**config.mk**
```make
export PLATFORM = sky130hd
export DESIGN_NAME = booth_mult_seq
export DESIGN_NICKNAME = d
export VERILOG_FILES = /design/src/rtl/booth_mult_seq.sv
export SDC_FILE = /design/constraint.sdc
export NUM_CORES = 1
export LEC_CHECK = 0
export BUFFER_PORTS_ARGS = -buffer_cell sky130_fd_sc_hd__buf_4
export CAP_MARGIN = 20
export CELL_PAD_IN_SITES_DETAIL_PLACEMENT = 1
export CELL_PAD_IN_SITES_GLOBAL_PLACEMENT = 1
export CORE_ASPECT_RATIO = 0.75
export CORE_MARGIN = 2
export CORE_UTILIZATION = 41
export DETAILED_ROUTE_END_ITERATION = 12
export PLACE_DENSITY = 0.74
export SYNTH_ARGS = -nofsm -noshare
export SYNTH_HDL_FRONTEND = slang
export SYNTH_SLANG_ARGS = --single-unit
```
**constraint.sdc**
```tcl
create_clock -name clk -period 2.39 [get_ports clk]
set_input_delay 0.1195 -clock clk [delete_from_list [all_inputs] [get_ports clk]]
set_output_delay 0.1195 -clock clk [all_outputs]
set_load 0.02 [all_outputs]
```
**src/rtl/booth_mult_seq.sv**
```systemverilog
// booth_mult_seq: sequential radix-2 Booth multiplier, signed WIDTH x WIDTH -> 2*WIDTH product.
// Optional early exit on uniform remaining multiplier bits: define BOOTH_EARLY_EXIT_EN.
module booth_mult_seq #(
    parameter int WIDTH = 3
) (
    input  logic                 clk,
    input  logic                 reset,
    input  logic                 start,
    input  logic [WIDTH-1:0]     multiplicando,
    input  logic [WIDTH-1:0]     multiplicador,
    output logic                 busy,
    output logic                 Fin,
    output logic [2*WIDTH-1:0]   resultado,
    output logic [1:0]           dbg_state_o
);

    // Handshake: start is accepted only in IDLE; busy covers LOAD and CALC;
    // Fin is a one-cycle pulse in DONE; resultado holds until the next product lands.

    localparam int CW = $clog2(WIDTH + 1);
    // Working vector {A, Q, q_-1}: A carries one sign-guard bit
    localparam int VW = 2 * WIDTH + 2;

    localparam logic [1:0] S_IDLE = 2'd0;
    localparam logic [1:0] S_LOAD = 2'd1;
    localparam logic [1:0] S_CALC = 2'd2;
    localparam logic [1:0] S_DONE = 2'd3;

    logic [1:0]         state_q, state_d;
    logic [WIDTH:0]     a_q, a_d;
    logic [WIDTH-1:0]   q_q, q_d;
    logic [WIDTH-1:0]   m_q, m_d;
    logic               qm1_q, qm1_d;
    logic [CW-1:0]      cnt_q, cnt_d;
    logic [WIDTH-1:0]   mcand_cap_q, mcand_cap_d;
    logic [WIDTH-1:0]   mplier_cap_q, mplier_cap_d;
    logic [2*WIDTH-1:0] res_q, res_d;

    logic [WIDTH:0]     m_ext;
    logic [WIDTH:0]     a_step;
    logic [VW-1:0]      shift_vec;

    always_comb begin
        m_ext = {m_q[WIDTH-1], m_q};
        case ({q_q[0], qm1_q})
            2'b10:   a_step = a_q - m_ext;
            2'b01:   a_step = a_q + m_ext;
            default: a_step = a_q;
        endcase
        // Arithmetic right shift of {a_step, Q, q_-1} by one place
        shift_vec = {a_step[WIDTH], a_step, q_q};
    end

`ifdef BOOTH_EARLY_EXIT_EN
    logic [WIDTH:0] pend_mask;
    logic [WIDTH:0] pend_bits;
    logic [VW-1:0]  cur_vec;
    logic [VW-1:0]  exit_vec;
    logic           early_exit;

    // The low cnt bits of Q are still unprocessed; with q_-1 they decide
    // whether every remaining step is a pure shift.
    always_comb begin
        pend_mask  = {(WIDTH+1){1'b1}} >> (WIDTH - int'(cnt_q));
        pend_bits  = {q_q, qm1_q} & pend_mask;
        early_exit = (pend_bits == '0) || (pend_bits == pend_mask);
        cur_vec    = {a_q, q_q, qm1_q};
        exit_vec   = VW'($signed(cur_vec) >>> cnt_q);
    end
`endif

    always_comb begin
        state_d      = state_q;
        a_d          = a_q;
        q_d          = q_q;
        m_d          = m_q;
        qm1_d        = qm1_q;
        cnt_d        = cnt_q;
        mcand_cap_d  = mcand_cap_q;
        mplier_cap_d = mplier_cap_q;
        res_d        = res_q;

        case (state_q)
            S_IDLE: begin
                if (start) begin
                    mcand_cap_d  = multiplicando;
                    mplier_cap_d = multiplicador;
                    state_d      = S_LOAD;
                end
            end
            S_LOAD: begin
                m_d     = mcand_cap_q;
                q_d     = mplier_cap_q;
                a_d     = '0;
                qm1_d   = 1'b0;
                cnt_d   = CW'(WIDTH);
                state_d = S_CALC;
            end
            S_CALC: begin
`ifdef BOOTH_EARLY_EXIT_EN
                if (early_exit) begin
                    {a_d, q_d, qm1_d} = exit_vec;
                    res_d             = exit_vec[VW-2:1];
                    state_d           = S_DONE;
                end else
`endif
                begin
                    {a_d, q_d, qm1_d} = shift_vec;
                    if (cnt_q == CW'(1)) begin
                        // Product is {A[WIDTH-1:0], Q} after the final shift
                        res_d   = shift_vec[VW-2:1];
                        state_d = S_DONE;
                    end else begin
                        cnt_d = cnt_q - CW'(1);
                    end
                end
            end
            S_DONE: begin
                state_d = S_IDLE;
            end
            default: begin
                state_d = S_IDLE;
            end
        endcase
    end

    always_ff @(posedge clk) begin
        if (reset) begin
            state_q      <= S_IDLE;
            a_q          <= '0;
            q_q          <= '0;
            m_q          <= '0;
            qm1_q        <= 1'b0;
            cnt_q        <= '0;
            mcand_cap_q  <= '0;
            mplier_cap_q <= '0;
            res_q        <= '0;
        end else begin
            state_q      <= state_d;
            a_q          <= a_d;
            q_q          <= q_d;
            m_q          <= m_d;
            qm1_q        <= qm1_d;
            cnt_q        <= cnt_d;
            mcand_cap_q  <= mcand_cap_d;
            mplier_cap_q <= mplier_cap_d;
            res_q        <= res_d;
        end
    end

    assign busy        = (state_q == S_LOAD) || (state_q == S_CALC);
    assign Fin         = (state_q == S_DONE);
    assign resultado   = res_q;
    assign dbg_state_o = state_q;

endmodule

```
==> results.py <==
metrics = {
    "run_status": {
        "status": "finished clean",
    },
    "timing": {
        "hold_violations": 0,
        "fin_worst_skew_ns": 0.00243,
        "fmax_mhz": 464,
        "drv_slew": 0,
        "slew_headroom_pct": 65.3,
        "worst_pin_slew_ns": 0.521,
        "setup_tns_ns": 0,
        "finalCritPeriodShare_pct": 90.1,
        "rsz0062_at_grt": "false",
        "finalCriticalPeriod_ns": 2.15,
        "whs_ns": 0.102,
        "finalSetupViolations": 0,
    },
    "global_routing": {
        "first_global_vias": 1109,
        "grt_pass1_wl_um": 4960,
        "overflow": 0,
        "grt_max_degree": 29,
        "grt_antenna_before_repair": 0,
        "grt_usage_pct": 16.9,
    },
    "synthesis": {
        "synth_area_leaders": "dfxtp_1 39%, ha_1 10%, a21oi_1 6.4%, mux2i_1 6.0%, nand2_1 5.9%",
        "synth_cell_type_count": 33,
        "synth_top_cells_by_count": "26 x dfxtp_1, 21 x nand2_1, 17 x a21oi_1, 15 x nor2_1, 11 x ha_1",
        "synthCells": 155,
        "ys_seq_elements": 26,
        "yosysMostFrequentCell": "dfxtp_1",
        "synth_top_area_share_pct": 39.2,
        "avgSynthCellArea_um2": 8.56,
        "ys.warnings.count": 0,
        "synth_ff_type": "dfxtp_1",
        "async_flop_share_pct": 0,
        "syn_area_mm2": 0.00133,
        "synth_nets": 176,
        "synth_edf_count": 0,
        "synth_seq_area_share_pct": 39.2,
        "yosysTopAreaCell": "dfxtp_1",
    },
    "clocking": {
        "clk_pin_slew_ns": 0.09,
        "cts_tree": "done",
        "clkLatencyLatePin_ns": 0.27,
        "h-tree-depth": 1,
        "clock_sinks": 26,
        "hold_buffers": 0,
        "cts_resized": 0,
        "postCtsSetupBuffers": 0,
        "clk_path_buf_depth": 2,
        "cts_root_buf": "clkbuf_8",
        "numCtsBuffers": 3,
    },
    "die": {
        "die_area_mm2": 0.00371,
        "fp.dieH_um": 53.3,
        "core_area_mm2": 0.00302,
        "ios": 19,
        "initial_core_util_pct": 43.9,
        "die_x_um": 69.7,
        "num_rows": 17,
    },
    "final_layout": {
        "multi_input_area_um2": 734,
        "area_delta_synth_final_pct": 15.7,
        "fill_cells": 372,
        "antenna_cells": 0,
        "fin_nets": 191,
        "layout.cells.non_filler": 207,
        "drive_gt1_share_pct": 17.2,
        "seq_area_um2": 520,
    },
    "place": {
        "dp_cells": 203,
        "io_buffers": 18,
        "place_congestion": 0.793,
        "hpwl_um": 2110,
    },
    "critical_path": {
        "critPathCaptureType": "flop",
        "cp.required_ns": 2.59,
        "critPathKind": "flop to flop",
        "path_buf_inv": 1,
        "cp_cell_sequence": "inv_1 > ha_1 > mux2_2 > ha_1 > a21o_1 > a21oi_4 > xor2_2 > a21oi_1 > o22ai_1",
        "cpLargestDelayFamily": "compound AO/OA/AOI/OAI gates",
        "max_stage_delay_ns": 0.39,
        "slowest_stage": "dfxtp_1",
        "startpoint_type": "flop",
        "regToRegSetupSlack_ns": 0.24,
        "crit_fanout": 4,
        "arrival_ns": 2.36,
        "crit_top_cell": "ha_1",
    },
    "job": {
        "drv_cap": 0,
    },
    "pwr": {
        "vdd_drop_max_v": 0.000676,
        "total_power_mw": 1.56,
        "leakage_nw": 0.631,
        "p_per_area_mw_per_mm2": 1010,
    },
    "drt": {
        "dr_total_vias": 1077,
        "routed_via_density": 5.20,
        "firstDrtPassIters": 4,
        "routed_wirelength_um": 2780,
        "ant_nets": 0,
        "drt_first_iter_violations": 43,
        "drc": 0,
        "wl_per_cell_um": 13.4,
    },
    "hold_path": {
        "hp-class": "input port to flop",
    },
}
stage by stage:
stage	cell area, um2	utilization, %	setup WS [ns]
3_3_place_gp	1480	49.0	0.308
4_1_cts	1530	50.8	0.221
5_1_grt	1530	50.8	0.0890
6_report	1530	50.8	0.237
2_1_floorplan	1330	-	0.398
3_5_place_dp	1480	49.0	0.252
power breakdown:
group / switching [mW] / internal [mW]
clock network: 0.140 / 0.147
registers: 0.0598 / 0.509
logic: 0.413 / 0.287
sequential cells by signal, summed over array words and instances (netlist names):
signal / flops
resultado: 6
a_q: 3
m_q: 3
mcand_cap_q: 3
mplier_cap_q: 3
q_q: 3
cnt_q: 2
dbg_state_o: 2
qm1_q: 1
per-layer routing:
metal	share of wire (%)	up-vias	global-route usage, %
li1	-	556	-
met4	0.50	0	3.85
met2	46	11	29.0
met5	0	-	0
met1	51	508	21.9
met3	2.6	2	4.00
path summary, 6_finish.rpt:
kind                              from                     endpoint  cells after the start
min reg2reg  resultado[0]$_SDFFE_PP0P_    resultado[0]$_SDFFE_PP0P_                      2
max reg2reg        m_q[0]$_SDFFE_PP0P_          a_q[2]$_SDFFE_PP0P_                      9
max                m_q[0]$_SDFFE_PP0P_          a_q[2]$_SDFFE_PP0P_                      9
min                   multiplicando[0]  mcand_cap_q[0]$_SDFFE_PP0P_                      3
cells in the final DEF (no fill, tap or decap):
| master | count |
|---|---|
| dfxtp_1 | 26 |
| nand2_1 | 21 |
| buf_4 | 20 |
| a21oi_1 | 17 |
| nor2_1 | 15 |
| ha_1 | 11 |
| nand3_1 | 8 |
| mux2i_1 | 8 |
| inv_1 | 7 |
| a211oi_1 | 4 |
| clkbuf_8 | 4 |
| nand2b_1 | 3 |
| nor3_1 | 3 |
| or4_1 | 2 |
| nor2b_1 | 2 |
| o22ai_1 | 2 |
| o21ai_0 | 2 |
| mux2_2 | 1 |
| xor2_1 | 1 |
| nand2_2 | 1 |
| a21o_1 | 1 |
| a21oi_4 | 1 |
| o21bai_1 | 1 |
| o21ai_2 | 1 |
| xor2_2 | 1 |
| o221ai_1 | 1 |
| and2b_1 | 1 |
| a311oi_1 | 1 |
| and2_1 | 1 |
| xnor2_1 | 1 |
| fa_1 | 1 |
worst reg2reg max path: stages (launching register included):
cell	delay [ns]
dfxtp_1	0.39
inv_1	0.06
ha_1	0.28
mux2_2	0.29
ha_1	0.27
a21o_1	0.19
a21oi_4	0.17
xor2_2	0.20
a21oi_1	0.09
o22ai_1	0.14
kinds of logic after synthesis:
logic type | Yosys count | synth area share [%]
AOI/OAI and AO/OA | 31 | 14.7
xor gates and xnor gates | 3 | 2.55
adders and majority gates | 12 | 11.9
buffers and inverters | 17 | 5.38
DFF | 26 | 39.2
muxes | 9 | 6.89
and+or+nand+nor | 57 | 19.3
final cells by class:
type / instances / share of cell area [%]
flip-flops and latches: 26 / 33.9
clock buffers: 4 / 3.59
inverters: 7 / 1.71
multi-input cells: 112 / 47.9
well taps: 38 / 3.10
repair buffers: 20 / 9.79
No activity file was read; power rests on OpenSTA's default activity.
